## config.mk

```make
export PLATFORM = sky130hd
export DESIGN_NAME = cache_read_arbiter
export DESIGN_NICKNAME = d
export VERILOG_FILES = /design/src/rtl/lstm_pkg.sv /design/src/rtl/rr_arbiter_2.sv /design/src/rtl/cache_read_arbiter.sv
export SDC_FILE = /design/constraint.sdc
export NUM_CORES = 1
export LEC_CHECK = 0
export CORE_MARGIN = 4
export CORE_UTILIZATION = 38
export CTS_CLUSTER_SIZE = 14
export DETAILED_ROUTE_END_ITERATION = 12
export PLACE_DENSITY = 0.87
export REMOVE_ABC_BUFFERS = 1
export SYNTH_ARGS = -nofsm -noshare
export SYNTH_HDL_FRONTEND = slang
export SYNTH_SLANG_ARGS = --single-unit
```

## constraint.sdc

```tcl
create_clock -name clk -period 2.3 [get_ports clk]
set_clock_uncertainty 0.15 [all_clocks]
set_input_delay 0.345 -clock clk [delete_from_list [all_inputs] [get_ports clk]]
set_output_delay 0.345 -clock clk [all_outputs]
set_load 0.03 [all_outputs]
```

## src/rtl/lstm_pkg.sv

```systemverilog
// Shared types for the LSTM accelerator blocks: cache read arbiter states and
// requester ids.
package lstm_pkg;

    typedef enum logic [1:0] {
        ARB_IDLE,
        ARB_WAIT,
        ARB_RESP
    } arb_state_t;

    localparam logic REQ_AXI  = 1'b0;
    localparam logic REQ_LSTM = 1'b1;

endpackage

```

## src/rtl/rr_arbiter_2.sv

```systemverilog
// Two-way round-robin pick. The caller owns the last_grant pointer and updates
// it on every accepted grant.
module rr_arbiter_2 (
    input  logic valid0,
    input  logic valid1,
    input  logic last_grant,
    output logic grant_valid,
    output logic grant_id
);

    always_comb begin
        grant_valid = valid0 | valid1;
        // On contention the requester that was not served last wins.
        if (valid0 && valid1) begin
            grant_id = ~last_grant;
        end else begin
            grant_id = valid1;
        end
    end

endmodule

```

## src/rtl/cache_read_arbiter.sv

```systemverilog
// Shares cache BRAM port B between AXI readback (m0) and the LSTM parameter
// fetch (m1): one outstanding read, round-robin grant, registered response.
module cache_read_arbiter
    import lstm_pkg::*;
#(
    parameter int WIDTH = 32,
    parameter int DEPTH = 256,
    localparam int ADDR_WIDTH = $clog2(DEPTH)
) (
    input  logic                  clk,
    input  logic                  rst,

    input  logic                  m0_req_valid,
    input  logic [ADDR_WIDTH-1:0] m0_req_addr,
    output logic                  m0_req_ready,
    output logic                  m0_rsp_valid,
    output logic [WIDTH-1:0]      m0_rsp_data,
    input  logic                  m0_rsp_ready,

    input  logic                  m1_req_valid,
    input  logic [ADDR_WIDTH-1:0] m1_req_addr,
    output logic                  m1_req_ready,
    output logic                  m1_rsp_valid,
    output logic [WIDTH-1:0]      m1_rsp_data,
    input  logic                  m1_rsp_ready,

    output logic                  bram_en,
    output logic [ADDR_WIDTH-1:0] bram_addr,
    input  logic [WIDTH-1:0]      bram_dout,

    output logic                  busy,
    output logic                  owner
);

    arb_state_t       state_q, state_d;
    logic             owner_q, owner_d;
    logic             last_grant_q, last_grant_d;
    logic [WIDTH-1:0] rsp_data_q, rsp_data_d;

    logic grant_valid;
    logic grant_id;

    rr_arbiter_2 u_rr (
        .valid0      (m0_req_valid),
        .valid1      (m1_req_valid),
        .last_grant  (last_grant_q),
        .grant_valid (grant_valid),
        .grant_id    (grant_id)
    );

    always_comb begin
        state_d      = state_q;
        owner_d      = owner_q;
        last_grant_d = last_grant_q;
        rsp_data_d   = rsp_data_q;
        m0_req_ready = 1'b0;
        m1_req_ready = 1'b0;
        bram_en      = 1'b0;
        bram_addr    = '0;

        case (state_q)
            ARB_IDLE: begin
                // rst gate keeps handshake outputs quiet while reset is held.
                if (rst && grant_valid) begin
                    m0_req_ready = (grant_id == REQ_AXI);
                    m1_req_ready = (grant_id == REQ_LSTM);
                    bram_en      = 1'b1;
                    bram_addr    = (grant_id == REQ_LSTM) ? m1_req_addr : m0_req_addr;
                    owner_d      = grant_id;
                    last_grant_d = grant_id;
                    state_d      = ARB_WAIT;
                end
            end
            ARB_WAIT: begin
                rsp_data_d = bram_dout;
                state_d    = ARB_RESP;
            end
            ARB_RESP: begin
                if ((owner_q == REQ_AXI) ? m0_rsp_ready : m1_rsp_ready) begin
                    state_d = ARB_IDLE;
                end
            end
            default: begin
                state_d = ARB_IDLE;
            end
        endcase
    end

    always_ff @(posedge clk or negedge rst) begin
        if (!rst) begin
            state_q      <= ARB_IDLE;
            owner_q      <= REQ_AXI;
            last_grant_q <= REQ_LSTM;
            rsp_data_q   <= '0;
        end else begin
            state_q      <= state_d;
            owner_q      <= owner_d;
            last_grant_q <= last_grant_d;
            rsp_data_q   <= rsp_data_d;
        end
    end

    assign m0_rsp_valid = (state_q == ARB_RESP) && (owner_q == REQ_AXI);
    assign m1_rsp_valid = (state_q == ARB_RESP) && (owner_q == REQ_LSTM);
    assign m0_rsp_data  = rsp_data_q;
    assign m1_rsp_data  = rsp_data_q;
    assign busy         = (state_q != ARB_IDLE);
    assign owner        = owner_q;

endmodule

```

==> impl_metrics.yaml, run 1 <==
status:
  outcome: "complete, no violations"
die:
  fp.dieW_um: 78.3
  initial_utilization: 0.394
  row_count: 25
  floorplan.die_area_um2: 6120
  chipHeight_um: 78.3
  design.portCount: 133
  core_region_area_um2: 4750
logic_synthesis:
  synth_top_area_share: 0.467
  netlist-cell-type-count: 20
  syn_area_um2: 1880
  synth_largest_area_cell: "sky130_fd_sc_hd__dfrtp_1"
  syn-instance-count: 132
  yosysWarnings: 0
  synth.ff_latch_count: 36
  netlist_top_cells_area: "sky130_fd_sc_hd__dfrtp_1 47%, sky130_fd_sc_hd__mux2_4 23%, sky130_fd_sc_hd__buf_4 13%"
  synth.yosys.seq_area_share: 0.481
  synthesis.area_per_instance_um2: 14.2
finish:
  layout-area-overhead-vs-synth_pct: 65.5
  num-nets-final: 291
  fillCellCount: 371
  final_area_um2: 3100
  num_antenna_cells: 0
  multiInputGateArea_um2: 642
  final-seq-area_um2: 902
  drive_above_1_share: 0.261
hold_path:
  hp-start: "m0_rsp_data[19]"
  timing.hold.worst.class: "reg -> reg"
  hold_path_depth: 1
  hold-path-endpoint: "m0_rsp_data[19]"
flow_run:
  maxCapViolations: 0
timing:
  finalSetupViolations: 0
  setup_repair_after_global_routing_missed_its_margin: "no"
  fmaxAchievable_mhz: 456
  final_sum_of_negative_setup_slack_ns: 0
  max_slew_margin: 0.705
  worst_pin_slew_ns: 0.442
  final_min_period_over_clock_period: 0.953
  final_max_slew_viol_count: 0
  hold-worst-slack_ns: 0.383
  number_of_hold_violations_in_the_final_report: 0
  finalWorstPathRequiredPeriod_ns: 2.19
place:
  dpl.hpwl_mm: 3.79
  placed_area_um2: 2960
  io_buffers: 132
  place.gp.congestion: 0.804
global_route:
  grt_pass1_vias: 1479
  groute.usage.overall: 0.158
  grt_first_pass_wirelength_mm: 7.54
  antenna_violations_before_repair: 0
  overflow: 0
  grt_start_max_net_pins: 37
critical_path:
  ff2ff_path_depth: 3
  start_kind: "flip-flop"
  worstReg2RegEnd: "m0_rsp_data[8]"
  setup.worst_path.class: "reg -> out"
  end_kind: "output pin"
  critical_path.startpoint: "state_q[1]"
  worstPathArrival_ns: 1.70
  critical_path_required_ns: 1.80
  worst_r2r_startpoint: "state_q[1]"
  reg2reg_setup_slack_ns: 0.65
  timing.critical_path.fanout_max: 9
clock_network:
  cts_post_setup_buffers_inserted: 0
  cts_inserted_buffers: 5
  h-tree-depth: 2
  clock_latency_ns: 0.28
  sink_count_of_the_clock_tree: 36
  cts_root_buf: "sky130_fd_sc_hd__clkbuf_8"
  clk_pin_slew_ns: 0.07
  cts_buffer_depth: 2
  tritoncts: "done"
drt:
  post-route-drc-count: 0
  drt-vias-per-instance: 4.43
  route.final.wire_length_mm: 4.72
  drt_first_pass_iters: 4
  detailedRoute.firstIterationViolations: 21
  detailroute.via_count: 1352
  wire_per_inst_um: 15.5
  final_antenna_net_count: 0
power:
  p_leak_nw: 1.45
  power_density_nw_per_um2: 1710
  ir_worst_vdd_mv: 0.847
  fin_total_pwr_mw: 5.29
## stage by stage
stage	cells	setup slack, ns	util
after floorplan	94	-0.0144	-
after global routing	305	0.0106	0.653
after global placement	296	0.217	0.623
after detailed placement	296	0.184	0.623
final	305	0.109	0.653
after CTS	305	0.0365	0.652
## flip-flops by register name, summed over array words and instances (netlist names)
| signal | cells |
|---|---|
| m0_rsp_data | 32 |
| owner | 1 |
| last_grant_q | 1 |
| state_q | 2 |
## Yosys cell counts
cell,n
sky130_fd_sc_hd__dfrtp_1,35
sky130_fd_sc_hd__and3_1,2
sky130_fd_sc_hd__a21oi_1,1
sky130_fd_sc_hd__o21ai_0,2
sky130_fd_sc_hd__nand2_1,1
sky130_fd_sc_hd__or2_2,1
sky130_fd_sc_hd__buf_4,33
sky130_fd_sc_hd__o21ba_2,1
sky130_fd_sc_hd__a22o_1,8
sky130_fd_sc_hd__buf_6,1
sky130_fd_sc_hd__or2b_1,1
sky130_fd_sc_hd__nor3b_2,1
sky130_fd_sc_hd__dfstp_2,1
sky130_fd_sc_hd__nand2b_1,2
sky130_fd_sc_hd__mux2_4,29
sky130_fd_sc_hd__nor2_1,2
sky130_fd_sc_hd__inv_1,3
sky130_fd_sc_hd__buf_12,3
sky130_fd_sc_hd__mux2_2,4
sky130_fd_sc_hd__buf_2,1
## how the worst max path moves through the flow
stage / to / slack [ns] / cells past startpoint
after global routing: bram_addr[5] / 0.01 / 4
after global placement: bram_addr[4] / 0.22 / 5
after CTS: m0_rsp_valid / 0.04 / 3
final: bram_addr[4] / 0.11 / 4
after floorplan: m0_rsp_data[5] / -0.01 / 2
after detailed placement: bram_addr[5] / 0.18 / 5
## report_power, final
| group | internal [mW] | switching (mW) | total [mW] |
|---|---|---|---|
| Combinational | 1.64 | 1.82 | 3.46 |
| Sequential | 0.963 | 0.265 | 1.23 |
| Clock | 0.383 | 0.220 | 0.603 |
| Total | 2.99 | 2.30 | 5.29 |
## timing repair
action                                  CTS  global route
hold buffers                              1             0
resized for setup                         0             3
endpoints found under the hold margin    35             0
endpoints found under the setup margin    0            10
## layout make-up
cell class / instances / area share
clock inverter: 1 / 0.00967
multi-input combinational: 55 / 0.207
inverter: 3 / 0.00363
clock buffer: 7 / 0.0310
sequential: 36 / 0.291
timing repair buffer: 136 / 0.431
tap: 67 / 0.0270
## critical path, cell delays in order (launching register included)
cell and delay (ns):
sky130_fd_sc_hd__dfrtp_1 0.40, sky130_fd_sc_hd__nor3b_2 0.27, sky130_fd_sc_hd__and3_1 0.39, sky130_fd_sc_hd__a22o_1 0.19, sky130_fd_sc_hd__buf_4 0.16
## per-layer routing
metal  global-route usage  wire [um]
met5                    0          0
met1                0.183       1890
met3               0.0550        407
met4               0.0262         13
met2                0.283       2400
## cell usage in the layout, fill, tap and decap left out, drive strengths merged, types with 3 or more instances in the layout
master         instances
clkdlybuf4s50        118
dfrtp                 35
mux2                  33
buf                   15
a22o                   8
clkbuf                 7
inv                    3
## cell families after synthesis
logic type / Yosys count / share of synthesized area
and+or+nand+nor: 10 / 0.0334
DFF: 36 / 0.481
AOI/OAI and AO/OA: 12 / 0.0507
muxes: 33 / 0.256
buffers and inverters: 41 / 0.179
Note: power is estimated with default switching activity, not from simulation.
==> run 2: changes to the inputs <==
- CORE_MARGIN: 4 -> default
- CORE_UTILIZATION: 38 -> 56
- DONT_BUFFER_PORTS: default -> 1
- PLACE_DENSITY: 0.87 -> 0.74
- clock period: 2.3 -> 1.9 ns (I/O delays scaled with it)
==> run 2 against run 1 <==
- largest power group is now registers
- setup slack got worse by 0.30 ns
- highest routed layer unchanged
- sequential power increased by 140%
- critical path depth unchanged
- sequential share of layout area increased by 11 points
- via count decreased by 19%
- design area decreased by 28%
- count of clock-buffer cells in the layout decreased by 2
- global-route usage increased by 5.6 points
- clock power decreased by 35%
- the flow now finishes with violations (setup timing)
- first-iteration DRC count increased by 120%
- utilization increased by 6.7 points
==> impl_metrics.yaml, run 2 (synthesis results as in run 1) <==
drt:
  drt-vias-per-instance: 5.51
  drt_first_pass_iters: 4
  wire_per_inst_um: 20.0
  detailedRoute.firstIterationViolations: 46
  route.final.wire_length_mm: 3.99
  detailroute.via_count: 1097
  post-route-drc-count: 0
  final_antenna_net_count: 0
finish:
  layout-area-overhead-vs-synth_pct: 19.1
  num_antenna_cells: 0
  stdcell_count: 199
  largest_register_ff_count: 32
  num-nets-final: 208
  drive_above_1_share: 0.445
  fillCellCount: 202
  most-common-layout-cells: "34 x sky130_fd_sc_hd__dlygate4sd3_1, 34 x sky130_fd_sc_hd__dfrtp_1, 29 x sky130_fd_sc_hd__mux2_4, 8 x sky130_fd_sc_hd__a22o_1, 8 x sky130_fd_sc_hd__buf_4"
clock_network:
  cts_inserted_buffers: 5
  sink_count_of_the_clock_tree: 36
  tritoncts: "done"
  cts_buffer_depth: 2
  h-tree-depth: 2
  clock_latency_ns: 0.33
  clk_pin_slew_ns: 0.11
  cts_root_buf: "sky130_fd_sc_hd__clkbuf_4"
hold_path:
  timing.hold.worst.class: "in -> reg"
  hp-start: "m0_rsp_ready"
critical_path:
  critical_path_required_ns: 1.46
  setup.worst_path.class: "reg -> out"
  timing.critical_path.fanout_max: 5
  start_kind: "flip-flop"
  end_kind: "output pin"
  worstPathArrival_ns: 1.65
  worst_r2r_startpoint: "state_q[1]"
  critical_path.startpoint: "state_q[1]"
timing:
  fmaxAchievable_mhz: 479
  final_min_period_over_clock_period: 1.10
  number_of_hold_violations_in_the_final_report: 0
  setup_repair_after_global_routing_missed_its_margin: "yes"
  max_slew_margin: 0.605
  finalWorstPathRequiredPeriod_ns: 2.09
  least_setup_slack_across_all_paths_after_layout_ns: -0.187
  final_max_slew_viol_count: 0
  finalSetupViolations: 10
  hold-worst-slack_ns: 0.0467
  worst_pin_slew_ns: 0.592
place:
  io_buffers: 0
  dpl.hpwl_mm: 2.40
  dpl_worst_slack_ns: 0.0921
  place.gp.congestion: 0.880
  placedCellCount: 152
die:
  fp.dieW_um: 59.9
  floorplan.die_area_um2: 3580
  chipHeight_um: 59.9
  design.portCount: 133
  initial_utilization: 0.604
  row_count: 20
  core_region_area_um2: 3100
global_route:
  overflow: 0
  antenna_violations_before_repair: 0
  groute.usage.overall: 0.214
  grt_pass1_vias: 1152
  grt_first_pass_wirelength_mm: 5.36
  grt_start_max_net_pins: 37
status:
  violations_in_the_final_reports: "setup timing"
  outcome: "finished, violations left"
power:
  power_density_nw_per_um2: 2120
  ir_worst_vdd_mv: 1.13
  p_leak_nw: 1.08
flow_run:
  maxCapViolations: 0
[run 2: changes by cell type in the layout (fill, tap and decap cells not counted), moves of 2 or more]
cell / previous run / this run
sky130_fd_sc_hd__buf_12: 1 / 4
sky130_fd_sc_hd__clkinv_2: 0 / 2
sky130_fd_sc_hd__dlygate4sd3_1: 1 / 34
sky130_fd_sc_hd__and3_4: 0 / 2
sky130_fd_sc_hd__clkdlybuf4s50_1: 118 / 0
sky130_fd_sc_hd__clkbuf_4: 0 / 5
sky130_fd_sc_hd__buf_6: 0 / 5
sky130_fd_sc_hd__dlymetal6s2s_1: 2 / 0
sky130_fd_sc_hd__clkbuf_8: 7 / 0
sky130_fd_sc_hd__buf_4: 13 / 8
[run 2: cell type report]
cell class / count / area (um2) / area share
tap: 44 / 55.1 / 0.0246
inverter: 3 / 11.3 / 0.00504
clock buffer: 5 / 37.5 / 0.0168
sequential: 36 / 903 / 0.404
timing repair buffer: 51 / 537 / 0.240
clock inverter: 3 / 18.8 / 0.00840
multi-input combinational: 57 / 672 / 0.301
[run 2: path summary, 6_finish.rpt]
path | slack (ns) | end | depth (start not counted)
hold reg to reg | 0.44 | last_grant_q | 1
max in group asynchronous | 1.07 | last_grant_q | 2
setup reg to reg | 0.23 | m0_rsp_data[26] | 4
setup / recovery | -0.19 | bram_addr[6] | 4
min in group asynchronous | 0.28 | m0_rsp_data[28] | 2
hold / removal | 0.05 | state_q[1] | 2
[run 2: what timing repair did]
item | 4_1_cts | 5_1_grt
cloned | 0 | 2
resized for setup | 9 | 3
hold endpoints to repair | 69 | 0
setup buffers | 0 | 2
hold buffers | 35 | 0
endpoints found under the setup margin | 10 | 11
pin swaps | 0 | 3
[run 2: through the flow]
stage	util	setup TNS [ns]	cell area, um2	power [mW]
final	0.720	-1.13	2230	4.73
after global routing	0.720	-1.87	2230	4.93
after detailed placement	0.565	0	1750	4.19
after floorplan	-	-11.43	1550	3.90
after global placement	0.565	0	1750	4.13
after CTS	0.708	-1.11	2200	4.69
[run 2: critical path, stage by stage, from the launching register on]
cell and delay, ns:
sky130_fd_sc_hd__dfrtp_1 0.43, sky130_fd_sc_hd__nor3b_4 0.27, sky130_fd_sc_hd__and3_4 0.26, sky130_fd_sc_hd__a22o_1 0.22, sky130_fd_sc_hd__buf_12 0.14
[run 2: report_power, final]
| group | internal [mW] | switching, mW | leakage [nW] |
|---|---|---|---|
| registers | 1.13 | 1.88 | 0.419 |
| clock network | 0.142 | 0.249 | 0.0349 |
| logic | 0.830 | 0.507 | 0.628 |
[run 2: layer usage]
metal  global-route usage  up-vias  share of wire
li1                     -      462              -
met4               0.0698        0          0.010
met1                0.204      537           0.34
met5                    0        -              0
met3               0.0693        6          0.095
met2                0.422       92           0.56
